[src/rtl/dvp_pattern_source.sv]
// rtl/dvp_pattern_source.sv - DVP camera emulator with frame timing and RGB565 test patterns
module dvp_pattern_source #(
  parameter int DATA_WIDTH  = 8,
  parameter int MAX_WIDTH   = 640,
  parameter int MAX_HEIGHT  = 480,
  parameter int HTS         = 1896,
  parameter int HFP         = 20,
  parameter int VSYNC_LINES = 3,
  parameter int VBP_LINES   = 10,
  parameter int VFP_LINES   = 10,
  parameter int CLK_DIV     = 1
) (
  input  logic                  clk_i,
  input  logic                  resetn_i,
  input  logic                  start_i,
  input  logic                  stop_i,
  input  logic [1:0]            mode_i,
  input  logic [15:0]           frames_i,
  input  logic [15:0]           resolution_width_i,
  input  logic [15:0]           resolution_depth_i,
  output logic                  cam_vsync,
  output logic                  cam_href,
  output logic [DATA_WIDTH-1:0] cam_half_pixel_o,
  output logic                  busy_o,
  output logic                  frame_done_o,
  output logic [15:0]           frame_cnt_o
);

  typedef enum logic [2:0] {
    S_IDLE, S_VSYNC, S_VBP, S_HFP, S_ACTIVE, S_HBLANK, S_VFP
  } state_t;

  state_t        state;
  logic [4:0]    div_cnt;
  logic          tick;
  logic [31:0]   cnt;
  logic [31:0]   dur;
  logic          last;
  logic [15:0]   y_cnt;
  logic [15:0]   pix_idx;
  logic [15:0]   bar_pos;
  logic [2:0]    bar_idx;
  logic [15:0]   bar_w;
  logic [15:0]   w_lat;
  logic [15:0]   h_lat;
  logic [1:0]    mode_lat;
  logic [15:0]   frames_lat;
  logic          start_pend;
  logic          stop_pend;
  logic [15:0]   w_clamp;
  logic [15:0]   h_clamp;
  logic signed [31:0] hb_raw;
  logic [15:0]   x_pix;
  logic [15:0]   pixel;
  logic [7:0]    cur_byte;
  logic [15:0]   frame_cnt_nxt;

  assign tick          = (div_cnt == 5'd0);
  assign w_clamp       = (resolution_width_i == 16'd0 || resolution_width_i > 16'(MAX_WIDTH))
                         ? 16'(MAX_WIDTH) : resolution_width_i;
  assign h_clamp       = (resolution_depth_i == 16'd0 || resolution_depth_i > 16'(MAX_HEIGHT))
                         ? 16'(MAX_HEIGHT) : resolution_depth_i;
  assign hb_raw        = HTS - HFP - $signed({15'd0, w_lat, 1'b0});
  assign bar_w         = w_lat >> 3;
  assign x_pix         = cnt[16:1];
  assign last          = (cnt == dur - 32'd1);
  assign frame_cnt_nxt = frame_cnt_o + 16'd1;

  // Clock divider: one tick every CLK_DIV cycles, first tick right after reset
  always_ff @(posedge clk_i or negedge resetn_i) begin
    if (!resetn_i) begin
      div_cnt <= 5'd0;
    end else if (div_cnt == 5'(CLK_DIV - 1)) begin
      div_cnt <= 5'd0;
    end else begin
      div_cnt <= div_cnt + 5'd1;
    end
  end

  // Length in ticks of the current state; HBLANK never shrinks below one tick
  always_comb begin
    dur = 32'd1;
    case (state)
      S_VSYNC:  dur = 32'(VSYNC_LINES * HTS);
      S_VBP:    dur = 32'(VBP_LINES * HTS);
      S_HFP:    dur = 32'(HFP);
      S_ACTIVE: dur = {15'd0, w_lat, 1'b0};
      S_HBLANK: dur = (hb_raw < 32'sd1) ? 32'd1 : unsigned'(hb_raw);
      S_VFP:    dur = 32'(VFP_LINES * HTS);
      default:  dur = 32'd1;
    endcase
  end

  // Pattern generator for the pixel addressed by the current ACTIVE byte
  always_comb begin
    pixel = 16'h0000;
    case (mode_lat)
      2'd0: begin
        case (bar_idx)
          3'd0:    pixel = 16'hFFFF;
          3'd1:    pixel = 16'hFFE0;
          3'd2:    pixel = 16'h07FF;
          3'd3:    pixel = 16'h07E0;
          3'd4:    pixel = 16'hF81F;
          3'd5:    pixel = 16'hF800;
          3'd6:    pixel = 16'h001F;
          default: pixel = 16'h0000;
        endcase
      end
      2'd1:    pixel = {x_pix[7:3], x_pix[7:2], x_pix[7:3]};
      2'd2:    pixel = (x_pix[3] ^ y_cnt[3]) ? 16'hFFFF : 16'h0000;
      default: pixel = pix_idx;
    endcase
    cur_byte = cnt[0] ? pixel[7:0] : pixel[15:8];
  end

  // Frame sequencer; outputs show the state that was current at each tick
  always_ff @(posedge clk_i or negedge resetn_i) begin
    if (!resetn_i) begin
      state            <= S_IDLE;
      cnt              <= 32'd0;
      y_cnt            <= 16'd0;
      pix_idx          <= 16'd0;
      bar_pos          <= 16'd0;
      bar_idx          <= 3'd0;
      w_lat            <= 16'd0;
      h_lat            <= 16'd0;
      mode_lat         <= 2'd0;
      frames_lat       <= 16'd0;
      start_pend       <= 1'b0;
      stop_pend        <= 1'b0;
      cam_vsync        <= 1'b1;
      cam_href         <= 1'b0;
      cam_half_pixel_o <= '0;
      busy_o           <= 1'b0;
      frame_done_o     <= 1'b0;
      frame_cnt_o      <= 16'd0;
    end else begin
      frame_done_o <= 1'b0;
      if (state == S_IDLE && start_i) start_pend <= 1'b1;
      if (stop_i && (state != S_IDLE || start_i || start_pend)) stop_pend <= 1'b1;
      if (tick) begin
        cam_vsync        <= (state == S_IDLE) || (state == S_VSYNC) || (state == S_VFP);
        cam_href         <= (state == S_ACTIVE);
        cam_half_pixel_o <= (state == S_ACTIVE) ? cur_byte : '0;
        cnt              <= last ? 32'd0 : cnt + 32'd1;
        case (state)
          S_IDLE: begin
            if (start_i || start_pend) begin
              state       <= S_VSYNC;
              start_pend  <= 1'b0;
              busy_o      <= 1'b1;
              frames_lat  <= frames_i;
              frame_cnt_o <= 16'd0;
              w_lat       <= w_clamp;
              h_lat       <= h_clamp;
              mode_lat    <= mode_i;
              pix_idx     <= 16'd0;
            end
          end
          S_VSYNC: if (last) state <= S_VBP;
          S_VBP: begin
            if (last) begin
              state <= S_HFP;
              y_cnt <= 16'd0;
            end
          end
          S_HFP: begin
            bar_pos <= 16'd0;
            bar_idx <= (bar_w == 16'd0) ? 3'd7 : 3'd0;
            if (last) state <= S_ACTIVE;
          end
          S_ACTIVE: begin
            if (cnt[0]) begin
              pix_idx <= pix_idx + 16'd1;
              if (bar_pos + 16'd1 == bar_w) begin
                bar_pos <= 16'd0;
                if (bar_idx != 3'd7) bar_idx <= bar_idx + 3'd1;
              end else begin
                bar_pos <= bar_pos + 16'd1;
              end
            end
            if (last) state <= S_HBLANK;
          end
          S_HBLANK: begin
            if (last) begin
              if (y_cnt == h_lat - 16'd1) begin
                state <= S_VFP;
              end else begin
                state <= S_HFP;
                y_cnt <= y_cnt + 16'd1;
              end
            end
          end
          S_VFP: begin
            if (last) begin
              frame_done_o <= 1'b1;
              frame_cnt_o  <= frame_cnt_nxt;
              if (stop_pend || (frames_lat != 16'd0 && frame_cnt_nxt == frames_lat)) begin
                state     <= S_IDLE;
                busy_o    <= 1'b0;
                stop_pend <= 1'b0;
              end else begin
                state    <= S_VSYNC;
                w_lat    <= w_clamp;
                h_lat    <= h_clamp;
                mode_lat <= mode_i;
                pix_idx  <= 16'd0;
              end
            end
          end
          default: state <= S_IDLE;
        endcase
      end
    end
  end

endmodule

[config.mk]
export PLATFORM = sky130hd
export DESIGN_NAME = dvp_pattern_source
export DESIGN_NICKNAME = d
export VERILOG_FILES = /design/src/rtl/dvp_pattern_source.sv
export SDC_FILE = /design/constraint.sdc
export NUM_CORES = 1
export LEC_CHECK = 0
export CAP_MARGIN = 25
export CORE_AREA = 3 3 162 164
export CTS_CLUSTER_DIAMETER = 50
export DETAILED_ROUTE_END_ITERATION = 10
export DIE_AREA = 0 0 165 167
export PLACE_DENSITY_LB_ADDON = 0.08
export SLEW_MARGIN = 20
export SYNTH_ARGS = -nofsm -noshare
export SYNTH_HDL_FRONTEND = slang
export SYNTH_SLANG_ARGS = --single-unit
[constraint.sdc]
create_clock -name clk_i -period 6.5 [get_ports clk_i]
set_clock_uncertainty 0.15 [all_clocks]
set_input_delay 0.65 -clock clk_i [delete_from_list [all_inputs] [get_ports clk_i]]
set_output_delay 0.65 -clock clk_i [all_outputs]
set_load 0.01 [all_outputs]
==> impl_metrics.py <==
metrics = {
    "route": {
        "wirelength_met1_mm": 15.6,
        "route.detailed.vias_per_inst": 5.92,
        "drt_pass1_iterations": 5,
        "route.vias.total": 10539,
        "drtIter0Drc": 833,
        "wl_per_cell_um": 18.4,
        "detail_route.drc_violations": 0,
        "highest-signal-layer": "met4",
        "met2_length_mm": 15.1,
        "antenna_left": 0,
        "dr_wl_met3_mm": 1.51,
        "wl_mm": 32.8,
    },
    "setup_path": {
        "worstSetupEndpointType": "register",
        "required_ns": 6.68,
        "arrival_ns": 6.31,
        "crit_path_max_incr_delay_ns": 0.48,
        "worst_path_max_delay_cell": "sky130_fd_sc_hd__dfrtp_1",
        "timing.setup.critical_path_class": "register to register",
        "crit_fanout": 15,
        "crit_chain": "ha_2 > o211ai_2 > a21o_1 > nand2_1 > nor4_1 > ha_1 > buf_4 > nor4bb_1 > buf_4 > o211ai_1 > a31oi_1 > nor2_1 > or3_1 > a211oi_1 > o2111ai_1 > a2111oi_4 > and4bb_4 > buf_4 > a31o_1 > buf_4 > mux2_1",
        "worst_path_most_repeated_cell": "sky130_fd_sc_hd__buf_4",
        "crit_path_start_kind": "register",
    },
    "clocking": {
        "cts_sinks": 171,
        "max-clock-path-buffers": 2,
        "cts_htree_levels": 4,
        "clk_latency_ns": 0.44,
        "cts-root-buf": "sky130_fd_sc_hd__clkbuf_16",
        "cts_buffers": 17,
        "cts.hold.buffers_added": 0,
        "tritoncts": "yes",
        "worst_setup_hold_path_clk_slew_ns": 0.08,
    },
    "timing": {
        "min_period_ns": 6.14,
        "layout_worst_path_cycle_share": 0.944,
        "grt_setup_unrepaired": "false",
        "maxSlewViolCount": 0,
        "slew_headroom": 0.358,
        "finalHoldViolCount": 0,
        "setup_total_negative_slack_ns": 0,
        "fmax_ghz": 0.163,
        "final-setup-viol-count": 0,
        "final.setup.worst_slack_ns": 0.365,
        "tightest_pin_transition_ns": 0.962,
    },
    "synth": {
        "synthDominantCellAreaShare": 0.363,
        "synth-seq-cells": 171,
        "synth_ff_type": "sky130_fd_sc_hd__dfrtp_1",
        "synth_enable_flop_cells": 0,
        "synth_cells": 1390,
        "synth.largest_area_cell": "sky130_fd_sc_hd__dfrtp_1",
        "yosysSeqAreaShare": 0.366,
        "syn_avg_cell_area_um2": 8.42,
        "synthArstFlopShare": 1.00,
        "syn-num-nets": 1461,
        "mappedNetlistArea_um2": 11700,
        "synth-warning-count": 0,
        "ys_top_cells_by_area": "sky130_fd_sc_hd__dfrtp_1 36%, sky130_fd_sc_hd__xnor2_1 5.6%, sky130_fd_sc_hd__xor2_1 4.8%",
        "distinct_cell_type_count_after_synthesis": 88,
    },
    "pwr": {
        "peakVddDrop_uv": 151,
        "power_density_nw_per_um2": 186,
        "leakage_power_nw": 5.59,
    },
    "flow_run": {
        "max_cap_violations": 0,
    },
    "global_routing": {
        "grt_remaining_overflow": 0,
        "largest_net_degree_at_the_start_of_global_routing": 63,
        "grt_pass1_vias": 10041,
        "antenna_found_initial": 0,
        "groute.usage.overall": 0.240,
        "grt_pass1_wl_mm": 53.7,
    },
    "min_path": {
        "timing.hold.worst.class": "input pin to asynchronous set/reset pin",
    },
    "layout": {
        "insertedDiodeCount": 0,
        "finish.net_count": 1507,
        "fillers": 2381,
        "drive_above_1_share": 0.0849,
        "areaGrowthSynthToFinish_pct": 15.3,
    },
    "placement": {
        "post-place-ws_ns": 0.318,
        "port_buffers": 81,
        "gp_congestion": 0.989,
        "detailedPlacementHpwl_mm": 23.1,
    },
    "die": {
        "core.rowCount": 58,
        "chipWidth_um": 165,
        "fp.coreArea_um2": 25000,
        "design.die.area_um2": 27600,
        "die_y_um": 167,
        "initial_core_util": 0.468,
        "num_io_pins": 82,
    },
    "outcome": {
        "run_status": "finished, final reports clean",
    },
}
-- metrics by stage --
stage | hold WS [ns] | power, mW | cells | util | area, um2
finish | 0.00112 | 2.51 | 1779 | 0.539 | 13500
global route | 0.0301 | 2.61 | 1779 | 0.539 | 13500
CTS | 0.0147 | 2.53 | 1777 | 0.537 | 13400
detailed placement | 0.302 | 1.44 | 1745 | 0.512 | 12800
global placement | 0.295 | 1.44 | 1745 | 0.512 | 12800
floorplan | 0.204 | 1.33 | 1390 | - | 11700
-- state kept, by name, summed over array words and instances, names as in the netlist, 2 cells and up --
name / flops
cnt: 32
bar_pos: 16
frame_cnt_o: 16
frames_lat: 16
h_lat: 16
pix_idx: 16
w_lat: 16
y_cnt: 16
cam_half_pixel_o: 8
div_cnt: 5
bar_idx: 3
state: 3
mode_lat: 2
-- synth_stat cells, drive strengths merged (9+ instances only) --
cell / count
dfrtp: 170
nor2: 142
nand2: 128
o21ai: 112
xnor2: 75
a21oi: 71
xor2: 64
nand3: 62
clkbuf: 53
nor3: 48
and3: 38
buf: 36
inv: 34
a211oi: 28
nand4: 26
nor4: 22
o31ai: 21
and2: 19
mux2: 18
nand2b: 18
ha: 17
a21o: 15
a31oi: 14
o211ai: 13
o41ai: 11
nor2b: 10
a22o: 9
-- power breakdown --
group	total, mW	leakage (nW)	switching, mW	internal (mW)
clock network	1.09	0.302	0.500	0.589
logic	0.252	3.00	0.130	0.122
registers	1.17	2.29	0.0710	1.10
total	2.51	5.59	0.701	1.81
-- layout by cell type, fill, tap and decap left out, drive strengths merged, types with 10 or more instances in the layout --
master and n:
dfrtp 170, a21o 15, xor2 64, a211oi 28, and3 38, a31oi 15, o21ai 112, xnor2 75
nand2 128, clkbuf 17, nor2 142, o41ai 11, mux2 18, nor3 48, buf 35, a21oi 71
nor2b 10, nand2b 18, nand4 26, inv 43, nand3 62, o211ai 13, nor4 22, ha 17
and2 19, clkdlybuf4s50 80, o31ai 21
-- kinds of logic after synthesis --
group,after synthesis,share of synthesized area
xor gates and xnor gates,139,0.104
and+or+nand+nor,569,0.247
buffers and inverters,123,0.0450
muxes,26,0.0242
AOI/OAI and AO/OA,345,0.196
DFF,171,0.366
adders and majority gates,17,0.0182
-- worst max-delay path: cells and delay by family (launching register included) --
kind / cells / cell delay [ns]
compound gates: 8 / 2.17
simple gates: 6 / 1.51
buf+inv: 4 / 0.82
fa+ha+maj: 2 / 0.54
flops: 1 / 0.48
mux: 1 / 0.33
-- layout make-up --
| cell class | count | area (um2) | share of cell area |
|---|---|---|---|
| Clock buffer | 17 | 425 | 0.0315 |
| Clock inverter | 15 | 194 | 0.0144 |
| Inverter | 34 | 128 | 0.00946 |
| Multi-Input combinational cell | 1097 | 6970 | 0.517 |
| Sequential cell | 171 | 4280 | 0.317 |
| Tap cell | 330 | 413 | 0.0306 |
| Timing Repair Buffer | 115 | 1080 | 0.0800 |
-- per-layer routing --
layer | up-vias | track usage
li1 | 5090 | -
met4 | 0 | 0.0678
met2 | 290 | 0.369
met1 | 5124 | 0.349
met5 | - | 0
met3 | 35 | 0.0403
-- path summary, 6_finish.rpt --
| kind | cells past startpoint | startpoint | endpoint | slack [ns] |
|---|---|---|---|---|
| max in group asynchronous | 2 | resetn_i | w_lat[11] | 4.99 |
| setup reg to reg | 21 | w_lat[0] | mode_lat[1] | 0.36 |
| min in group clk_i | 2 | cam_vsync | cam_vsync | 0.32 |
| hold reg to reg | 2 | cam_vsync | cam_vsync | 0.32 |
| setup / recovery | 21 | w_lat[0] | mode_lat[1] | 0.36 |
| hold / removal | 1 | resetn_i | bar_pos[6] | 0.001 |
-- timing repair --
item | CTS | global route
endpoints found under the setup margin | 0 | 37
setup buffers | 0 | 1
hold endpoints to repair | 0 | 0
gates resized for setup | 0 | 7
Note: power is estimated with default switching activity, not from simulation.
